`config.mk`:
```
export PLATFORM = sky130hd
export DESIGN_NAME = spi_rx_loader
export DESIGN_NICKNAME = d
export VERILOG_FILES = /design/src/rtl/spi_rx_loader.sv
export SDC_FILE = /design/constraint.sdc
export NUM_CORES = 1
export LEC_CHECK = 0
export BUFFER_PORTS_ARGS = -buffer_cell sky130_fd_sc_hd__buf_2
export CAP_MARGIN = 15
export CORE_UTILIZATION = 58
export DETAILED_ROUTE_END_ITERATION = 10
export GPL_TIMING_DRIVEN = 0
export PLACE_DENSITY = 0.79
export REMOVE_ABC_BUFFERS = 1
export SLEW_MARGIN = 40
export SYNTH_ARGS = -nofsm -noshare
export SYNTH_HDL_FRONTEND = slang
export SYNTH_SLANG_ARGS = --single-unit
```
`constraint.sdc`:
```
create_clock -name clk_i -period 4.2 [get_ports clk_i]
set_clock_uncertainty 0.15 [all_clocks]
set_input_delay 0.21 -clock clk_i [delete_from_list [all_inputs] [get_ports clk_i]]
set_output_delay 0.21 -clock clk_i [all_outputs]
set_load 0.02 [all_outputs]
```
`src/rtl/spi_rx_loader.sv`:
```
// Parses SPI load frames (opcode, address, word count, data words) from a byte stream
// and issues 32-bit word writes on a req/gnt memory port.
module spi_rx_loader #(
  parameter int unsigned FifoDepth = 8,
  parameter logic [7:0]  OpWrite   = 8'h02
) (
  input  logic        clk_i,
  input  logic        rst_i,
  input  logic [7:0]  rx_data_i,
  input  logic        rx_push_i,
  input  logic        spi_cs_i,
  output logic        mem_req_o,
  input  logic        mem_gnt_i,
  output logic        mem_we_o,
  output logic [3:0]  mem_be_o,
  output logic [31:0] mem_addr_o,
  output logic [31:0] mem_wdata_o,
  output logic        frame_done_o,
  output logic        frame_err_o,
  output logic        overflow_o
);

  localparam int unsigned AW = $clog2(FifoDepth);
  localparam logic [AW:0] FullCount = (AW+1)'(FifoDepth);

  typedef enum logic [2:0] {
    S_IDLE,
    S_ADDR,
    S_LEN,
    S_DATA,
    S_REQ
  } state_t;

  state_t        r_state;
  logic [7:0]    r_mem [FifoDepth];
  logic [AW-1:0] r_wptr;
  logic [AW-1:0] r_rptr;
  logic [AW:0]   r_count;
  logic          r_overflow;
  logic [1:0]    r_byte_cnt;
  logic [7:0]    r_word_cnt;
  logic [31:0]   r_addr;
  logic [31:0]   r_wdata;
  logic          r_req;
  logic          r_done;
  logic          r_err;

  logic          w_empty;
  logic          w_full;
  logic          w_flush;
  logic          w_pop;
  logic          w_push_ok;
  logic          w_xfer;
  logic [7:0]    w_head;

  assign w_empty   = (r_count == '0);
  assign w_full    = (r_count == FullCount);
  assign w_xfer    = r_req & mem_gnt_i;
  // A pending write is never retracted: in REQ the flush waits for the grant.
  assign w_flush   = spi_cs_i & ((r_state != S_REQ) | mem_gnt_i);
  assign w_pop     = ~w_empty & ~spi_cs_i & (r_state != S_REQ);
  assign w_push_ok = rx_push_i & (~w_full | w_pop) & ~w_flush;
  assign w_head    = r_mem[r_rptr];

  always_ff @(posedge clk_i) begin
    if (w_push_ok) begin
      r_mem[r_wptr] <= rx_data_i;
    end
  end

  always_ff @(posedge clk_i) begin
    if (rst_i) begin
      r_wptr     <= '0;
      r_rptr     <= '0;
      r_count    <= '0;
      r_overflow <= 1'b0;
    end else if (w_flush) begin
      r_wptr  <= '0;
      r_rptr  <= '0;
      r_count <= '0;
    end else begin
      if (w_push_ok) begin
        r_wptr <= r_wptr + AW'(1);
      end
      if (w_pop) begin
        r_rptr <= r_rptr + AW'(1);
      end
      r_count <= r_count + {{AW{1'b0}}, w_push_ok} - {{AW{1'b0}}, w_pop};
      if (rx_push_i & w_full & ~w_pop) begin
        r_overflow <= 1'b1;
      end
    end
  end

  always_ff @(posedge clk_i) begin
    if (rst_i) begin
      r_state    <= S_IDLE;
      r_byte_cnt <= '0;
      r_word_cnt <= '0;
      r_addr     <= '0;
      r_wdata    <= '0;
      r_req      <= 1'b0;
      r_done     <= 1'b0;
      r_err      <= 1'b0;
    end else begin
      r_done <= 1'b0;
      r_err  <= 1'b0;
      case (r_state)
        S_IDLE: begin
          if (w_pop) begin
            if (w_head == OpWrite) begin
              r_state    <= S_ADDR;
              r_byte_cnt <= '0;
            end else if ((w_head != 8'h00) && (w_head != 8'hFF)) begin
              r_err <= 1'b1;
            end
          end
        end
        S_ADDR: begin
          if (w_flush) begin
            r_err      <= 1'b1;
            r_state    <= S_IDLE;
            r_byte_cnt <= '0;
          end else if (w_pop) begin
            r_addr     <= {r_addr[23:0], w_head};
            r_byte_cnt <= r_byte_cnt + 2'd1;
            if (r_byte_cnt == 2'd3) begin
              r_state <= S_LEN;
            end
          end
        end
        S_LEN: begin
          if (w_flush) begin
            r_err   <= 1'b1;
            r_state <= S_IDLE;
          end else if (w_pop) begin
            if (w_head == 8'h00) begin
              r_err   <= 1'b1;
              r_state <= S_IDLE;
            end else begin
              r_word_cnt <= w_head;
              r_byte_cnt <= '0;
              r_state    <= S_DATA;
            end
          end
        end
        S_DATA: begin
          if (w_flush) begin
            r_err      <= 1'b1;
            r_state    <= S_IDLE;
            r_byte_cnt <= '0;
          end else if (w_pop) begin
            r_wdata    <= {r_wdata[23:0], w_head};
            r_byte_cnt <= r_byte_cnt + 2'd1;
            if (r_byte_cnt == 2'd3) begin
              r_req   <= 1'b1;
              r_state <= S_REQ;
            end
          end
        end
        S_REQ: begin
          if (w_xfer) begin
            r_req      <= 1'b0;
            r_addr     <= r_addr + 32'd4;
            r_word_cnt <= r_word_cnt - 8'd1;
            if (w_flush) begin
              r_err   <= 1'b1;
              r_state <= S_IDLE;
            end else if (r_word_cnt == 8'd1) begin
              r_done  <= 1'b1;
              r_state <= S_IDLE;
            end else begin
              r_state <= S_DATA;
            end
          end
        end
        default: begin
          r_state <= S_IDLE;
          r_req   <= 1'b0;
        end
      endcase
    end
  end

  assign mem_req_o    = r_req;
  assign mem_we_o     = r_req;
  assign mem_be_o     = {4{r_req}};
  assign mem_addr_o   = r_addr;
  assign mem_wdata_o  = r_wdata;
  assign frame_done_o = r_done;
  assign frame_err_o  = r_err;
  assign overflow_o   = r_overflow;

endmodule

```
Word-level counts from Yosys, hierarchy flattened --
Memory sizes are Yosys's and may differ from the RTL's. A register that Yosys moved wholly into a read port is not among the register bits. Cells that the tools add are included.
Storage, ports and cells: word-level logic and storage cells 135, flip-flop bits (word level) 91, output and inout port bits 73, input port bits 13, memories 1, memory bits (writable) 64
Memory list:
- r_mem | depth 8, bits a word 8, read ports 1, clocked after Yosys merged registers in 1, wr ports 1, line 35 | logic [7:0] r_mem [FifoDepth];
Cells by class: reductions and logical operators 19, eq/ne operators 27, add/sub/neg operators 7, multiplexer cells 51, bitwise logic cells 18
Operator list (number):
- 2-to-1 mux 32 bit | 3
- case mux 32 bit (2 select lines) | 1
- 2-to-1 mux 3 bit | 13
- adder 32 x 3 -> 32 bit (second input constant) | 1
- 2-to-1 mux 8 bit | 4
- inequality test 2 bit (second input constant) | 11
- 2-to-1 mux 2 bit | 10
- inequality test 3 bit (second input constant) | 6
- case mux 8 bit (2 select lines) | 1
- 2-to-1 mux 1 bit | 15
- case mux 3 bit (5 select lines) | 1
- AND reduction 5 bit | 2
- bitwise AND 1 bit | 8
- == test 8 x 1 -> 1 bit (second input constant) | 1
- == test 8 x 2 -> 1 bit (second input constant) | 1
- zero test 8 bit | 1
- inequality test 8 bit (second input constant) | 1
- inverter 1 bit | 8
- AND reduction 8 bit | 1
- nonzero test 8 bit | 1
- subtractor 8 x 1 -> 8 bit (second input constant) | 1
- AND reduction 7 bit | 1
- adder 3 x 1 -> 3 bit (second input constant) | 2
- == test 3 x 2 -> 1 bit (second input constant) | 2
- other kinds (23) | 26

Longest topological paths before layout --
Gate-level depths: netlist of the first run.
depth after elaboration 9, mapped depth 13, mapped depth without buffers 12

Least setup slack after synthesis of the first run --
No wires, ideal clock.
path kind reg2reg, start register r_state[2], end memory r_mem[2][0], enable pin, clock period less this slack 3199 ps, path buffers 2, stages on the path, launching flop included 8, setup slack 1001 ps, library setup time 398 ps, data arrival time 2651 ps, data required time 3652 ps, path through dfxtp_1 or3b_2 clkbuf_1 o21ai_2 and3_1 clkbuf_1 inv_1 nor4b_1
On the way: cells in the longest elaborated chain, start to end 7, elaborated cells on any way between the ends 10, classes of those cells eq/ne (1); mux (2); bitwise (7)
RTL lines:
- start: declaration | line 34 | state_t r_state;
- start signal: assignment | line 97 | r_state <= S_IDLE;
- start signal: assignment | line 112 | r_state <= S_ADDR;
- start signal: assignment | line 122 | r_state <= S_IDLE;
- inequality test 3 bit (*) | line 60, 61
- bitwise AND 1 bit / OR 1 bit (equally long branches) | line 61, 60
- OR 1 bit / bitwise AND 1 bit (equally long branches) | line 62, 60
- bitwise AND 1 bit / inverter 1 bit (equally long branches)
- bitwise AND 1 bit (*) | line 62 | assign w_push_ok = rx_push_i & (~w_full | w_pop) & ~w_flush;
- 2-to-1 mux 1 bit (*) | line 66 | if (w_push_ok) begin
- 2-to-1 mux 1 bit (implied by the code) (*) | line 67 | r_mem[r_wptr] <= rx_data_i;
- end: declaration | line 35
Mark *: on every way between the ends. The rest lies on a longest branch, timed or not.

Worst setup path in the final report of the first run --
start register r_state[2], end register r_count[2]
On the way: cells in the longest elaborated chain, start to end 7, elaborated cells on any way between the ends 11, classes of those cells add/sub (2); eq/ne (1); bitwise (7); reduce/logical (1)
RTL lines:
- inequality test 3 bit (*) | line 60, 61
- bitwise AND 1 bit / OR 1 bit (equally long branches) | line 61, 60
- OR 1 bit / bitwise AND 1 bit (equally long branches) | line 62, 60
- bitwise AND 1 bit / inverter 1 bit (equally long branches)
- bitwise AND 1 bit | line 62
- adder 4 x 1 -> 4 bit | line 88 | r_count <= r_count + {{AW{1'b0}}, w_push_ok} - {{AW{1'b0}}, w_pop};
- subtractor 4 x 1 -> 4 bit | line 88
- end signal: assignment | line 88
- end: declaration | line 38 | logic [AW:0] r_count;
Marks and branches as above. A chain may end at the register's enable or synchronous reset.

==> reports/results.txt, run 1 <==
Max Freq: 0.271 GHz
Netlist cell types: 71
Setup violators final: 0
CP arrival: 3.83 ns
Routability cong.: 0.888
Util after Layout: 70.6%
Type of origin of the critical path: flop
I/O Buffers: 85
First-pass GRT wire length: 27,300 um
Cell Area, Synth: 7390 um2
Final Max Tran Viols: 0
Inst Count DP: 930
CTS clk-pin slew, worst paths: 0.06 ns
Critical path's slowest cell: or3b_4
Slew @ Worst Pin: 0.796 ns
First-pass DRT Iterations: 5
RSZ-0062 raised after global routing: false
Cell chain of the critical path: or3b_4, o21ai_2, and3_1, inv_1, ha_1, inv_1, ha_1, fa_1, xnor2_1, nor2_1
Die Ht: 115 um
CTS sink count: 158
Largest net degree at the start of global routing: 76
Share of layout cells above drive strength 1: 21.9%
Syn Area/Cell: 10.3 um2
Slowest stage delay, CP: 0.71 ns
Part of the cycle the worst path needs: 87.8%
Gate count of the mapped netlist: 720
Total power: 3370 uW
CP required: 4.35 ns
Starting Density: 60.5%
Clock Path Buffers: 2
Post-synth EDFFs: 64
DP HPWL: 11,100 um
Post-cts gate resize count: 0
GRT Util Overall: 26.7%
Total placed instance area: 7930 um2
Fin cells: 971
GRT overflow: 0
Drt total wl: 16,900 um
Htree depth: 4
# IOs: 86
Worst setup EP type: flop
Die ar.: 13,200 um2
Die width: 115 um
CTS buffer count: 17
Synth Warn #: 0
FFs w/ async S/R, synth: 0%
Number of antenna violations at the first check in global routing: 0
Hold WC Path Type: in2reg
Hold WS: 0.0254 ns
Initial DRC count: 683
Wire per inst: 17.4 um
DRC Markers: 0
Worst relative slew slack: 46.9%
Postcts setup bufs: 0
Critical Setup Path Class: reg2reg
Final ANT Viol Nets: 0
Row count: 40
Area of the multi-input gates: 3340 um2
Worst skew pair latency: 0.42 ns
Fin area: 8620 um2
Status: complete, no violations
Max_cap viols: 0
Vias in the first global route: 5,518
Fill count: 910
Root Buffer: clkbuf_16
Nets: 816
Total number of vias: 5,945
Pwr/cell area: 391 nW/um2
Top FF cell, synth: dfxtp_1
Max FO, Critical Path: 62
Ant diodes: 0
Sequential share of the synthesized area: 51.5%
#FFs+latches synth: 158
CTS tree: yes
Core area: 12,200 um2
Lkg Pwr: 0.00309 uW
Fin. Hold Viols: 0
FF+latch area: 3810 um2
Tmin final: 3.69 ns
Maximum vdd drop: 0.000274 V
Via/cell ratio: 6.12
Area delta synth->final: 16.6%
## layout make-up
class | count | share of cell area, %
well taps | 168 | 2.44
clock inverters | 14 | 1.76
inverters | 17 | 0.741
multi-input cells | 491 | 38.8
clock buffers | 18 | 4.98
repair buffers | 105 | 7.12
flip-flops and latches | 158 | 44.2
## cell usage in the layout (no fill, tap or decap), drive strengths merged, types with 9 or more instances in the layout
master       instances
nand2              104
buf                 96
dfxtp               94
nor2                71
edfxtp              64
a21oi               58
o21ai               30
inv                 25
clkbuf              18
a211oi              17
mux4                16
nor3                15
nand3               14
ha                  12
o31ai               11
mux2i               10
dlygate4sd3          9
## routing by layer
metal / up-vias / wire length (um) / GRT usage [%]
li1: 2825 / - / -
met1: 2838 / 7350 / 35.6
met2: 251 / 8220 / 43.3
met3: 31 / 992 / 5.01
met4: 0 / 309 / 11.1
met5: - / 0 / 0
## kinds of logic (layout without fill, tap and decap cells)
logic type | Yosys count | count (layout) | synth area share (%)
adders and majority gates | 13 | 13 | 2.30
and+or+nand+nor | 260 | 260 | 16.8
muxes | 26 | 26 | 7.33
DFF | 158 | 158 | 51.5
buffers and inverters | 71 | 154 | 4.40
xor gates and xnor gates | 6 | 6 | 0.711
AOI/OAI and AO/OA | 186 | 186 | 17.0
## Yosys cell counts, types with 4 or more instances
library cell	n	area, um2
a211oi_1	17	128
a21o_1	6	45.0
a21oi_1	58	290
a221oi_1	5	43.8
a22oi_1	8	60.1
a31oi_1	7	43.8
a32o_1	4	40.0
and3_1	7	43.8
buf_2	7	35.0
buf_4	5	37.5
clkbuf_1	39	146
dfxtp_1	94	1880
edfxtp_1	64	1920
ha_1	12	150
inv_1	17	63.8
mux2i_1	4	40.0
mux2i_4	5	113
mux4_1	4	105
mux4_2	12	270
nand2_1	104	390
nand3_1	14	70.1
nand4_1	7	43.8
nor2_1	71	267
nor3_1	14	70.1
nor3b_1	7	52.6
nor4_1	6	37.5
o21ai_0	28	140
o22ai_1	4	25.0
o31ai_1	10	75.1
o32ai_1	6	52.6
or3_1	8	50.1
or4_1	4	30.0
xnor2_1	4	35.0
## worst paths after layout
check	startpoint	end	slack [ns]	cells after the start
worst max-delay path	r_state[2]	r_count[2]	0.51	10
worst min-delay path	spi_cs_i	frame_err_o	0.03	2
worst max register to register	r_state[2]	r_count[2]	0.51	10
worst min register to register	mem_wdata_o[24]	mem_wdata_o[24]	0.30	2
## timing repair
action / 4_1_cts / 5_1_grt
endpoints found under the setup margin: 0 / 0
hold buffers: 9 / 0
endpoints found under the hold margin: 65 / 0
## flip-flops by register name, summed over array words and instances (netlist names), 3 cells and up, named ones only
name,flops
r_mem,64
mem_addr_o,32
mem_wdata_o,32
r_word_cnt,8
r_count,4
r_rptr,3
r_state,3
r_wptr,3
## through the flow
stage,setup slack (ns),TNS [ns]
floorplan,-1.03,-24.48
global placement,-2.75,-202.98
detailed placement,0.621,0
CTS,0.586,0
global route,0.287,0
finish,0.514,0
## where the power goes
part	internal (uW)	total [uW]	switching, uW
Combinational	96.9	236	140
Clock	841	1510	664
Sequential	1610	1630	17.5
Total	2550	3370	821
## worst max-delay path, delay by kind of cell, from the launching register on
kind,cells,cell delay (ns)
xor+xnor,1,0.17
compound gates,1,0.33
buf+inv,2,0.23
flops,1,0.65
simple gates,3,1.10
fa+ha+maj,3,0.91
No activity file was read; power rests on OpenSTA's default activity.
==> run 2: changes to the inputs <==
- MAX_ROUTING_LAYER: not set -> met4
- PLACE_DENSITY: 0.79 -> not set
- PLACE_DENSITY_LB_ADDON: not set -> 0.05
==> reports/results.txt, run 2 (synthesis results as in run 1) <==
Status: complete, no violations
Die width: 115 um
Worst skew pair latency: 0.43 ns
Fin. Hold Viols: 0
DRC Markers: 0
Critical Setup Path Class: reg2reg
Max Freq: 0.273 GHz
Type of origin of the critical path: flop
Number of antenna violations at the first check in global routing: 0
Die Ht: 115 um
Wire per inst: 17.9 um
Worst setup EP type: flop
Setup violators final: 0
Maximum vdd drop: 0.000348 V
Post-cts gate resize count: 0
Most common cell after layout, fill and taps aside: nand2_1
GRT Util Overall: 29.1%
Clock Path Buffers: 2
CTS sink count: 158
Depth of the worst register-to-register path: 10
Biggest register: r_mem
I/O Buffers: 85
Die ar.: 13,200 um2
Ant diodes: 0
Core area: 12,200 um2
Most frequent cells in the layout: nand2_1, dfxtp_1, buf_2
Drt total wl: 17,500 um
Final ANT Viol Nets: 0
Vias in the first global route: 5,395
CTS buffer count: 17
Final Max Tran Viols: 0
CP required: 4.35 ns
Worst hold path depth: 2
Slew @ Worst Pin: 0.801 ns
Total number of vias: 5,946
Slowest stage delay, CP: 0.71 ns
Fin area: 8650 um2
Area delta synth->final: 17.1%
Tmin final: 3.66 ns
Crit path max-delay family: simple AND/OR/NAND/NOR gates
CTS clk-pin slew, worst paths: 0.06 ns
Stages on the worst setup path: 10
CP Buf/Inv Count: 2
First-pass GRT wire length: 28,200 um
Largest net degree at the start of global routing: 76
Nets: 819
Fill count: 949
Critical path's slowest cell: or3b_4
Hold WS: 0.0603 ns
Worst relative slew slack: 46.6%
Postcts setup bufs: 0
Root Buffer: clkbuf_16
CTS tree: yes
Total placed instance area: 7960 um2
Via/cell ratio: 6.10
Pwr/cell area: 392 nW/um2
Max reg flops: 64
Hold WC Path Type: in2reg
Part of the cycle the worst path needs: 87.2%
GRT overflow: 0
Post-Place Setup Slack: 0.636 ns
Fin cells: 974
Max FO, Critical Path: 62
Share of layout cells above drive strength 1: 21.7%
# IOs: 86
Post-Route Setup TNS: 0 ns
RSZ-0062 raised after global routing: false
Starting Density: 60.5%
CP arrival: 3.81 ns
Fin worst setup slack: 0.538 ns
Lkg Pwr: 0.00311 uW
Htree depth: 4
First-pass DRT Iterations: 6
Inst Count DP: 933
Row count: 40
Routability cong.: 0.848
DP HPWL: 11,500 um
Initial DRC count: 768
Cell chain of the critical path: or3b_4, o21ai_2, and3_1, inv_1, ha_1, inv_1, ha_1, fa_1, xnor2_1, nor2_1
Max_cap viols: 0
-- run 2: final timing paths --
kind,start,to,slack [ns]
max,r_state[2],r_count[2],0.54
min,spi_cs_i,frame_err_o,0.06
max reg2reg,r_state[2],r_count[2],0.54
min reg2reg,mem_wdata_o[24],mem_wdata_o[24],0.30
-- run 2: area by class of cell --
cell class / count / area (um2) / area share (%)
Clock buffer: 26 / 500 / 5.79
Tap cell: 168 / 210 / 2.43
Timing Repair Buffer: 108 / 643 / 7.44
Inverter: 17 / 63.8 / 0.738
Clock inverter: 6 / 82.6 / 0.955
Multi-Input combinational cell: 491 / 3340 / 38.6
Sequential cell: 158 / 3810 / 44.0
-- run 2: metal layers --
layer  global-route usage, %  up-vias  routed length (um)
met5                       -        -                   0
met4                    14.5        0                 505
met3                    6.06       43                1060
met2                    42.2      232                8060
met1                    38.9     2844                7840
li1                        -     2827                   -
-- run 2: repair_timing --
| action | in CTS | in global routing |
|---|---|---|
| hold endpoints to repair | 65 | 0 |
| setup endpoints to repair | 0 | 0 |
| hold buffers | 9 | 0 |
-- run 2: per-stage QoR --
stage | power, uW | util [%]
after CTS | 3410 | 70.7
after detailed placement | 1900 | 65.2
after global placement | 1880 | 63.6
after floorplan | 1820 | -
after global routing | 3510 | 70.8
final | 3390 | 70.8
-- run 2: report_power, final --
group          total [uW]  switching [uW]  internal (uW)
logic                 245             148           97.6
registers            1630            18.0           1610
clock network        1510             575            939
total                3390             740           2650
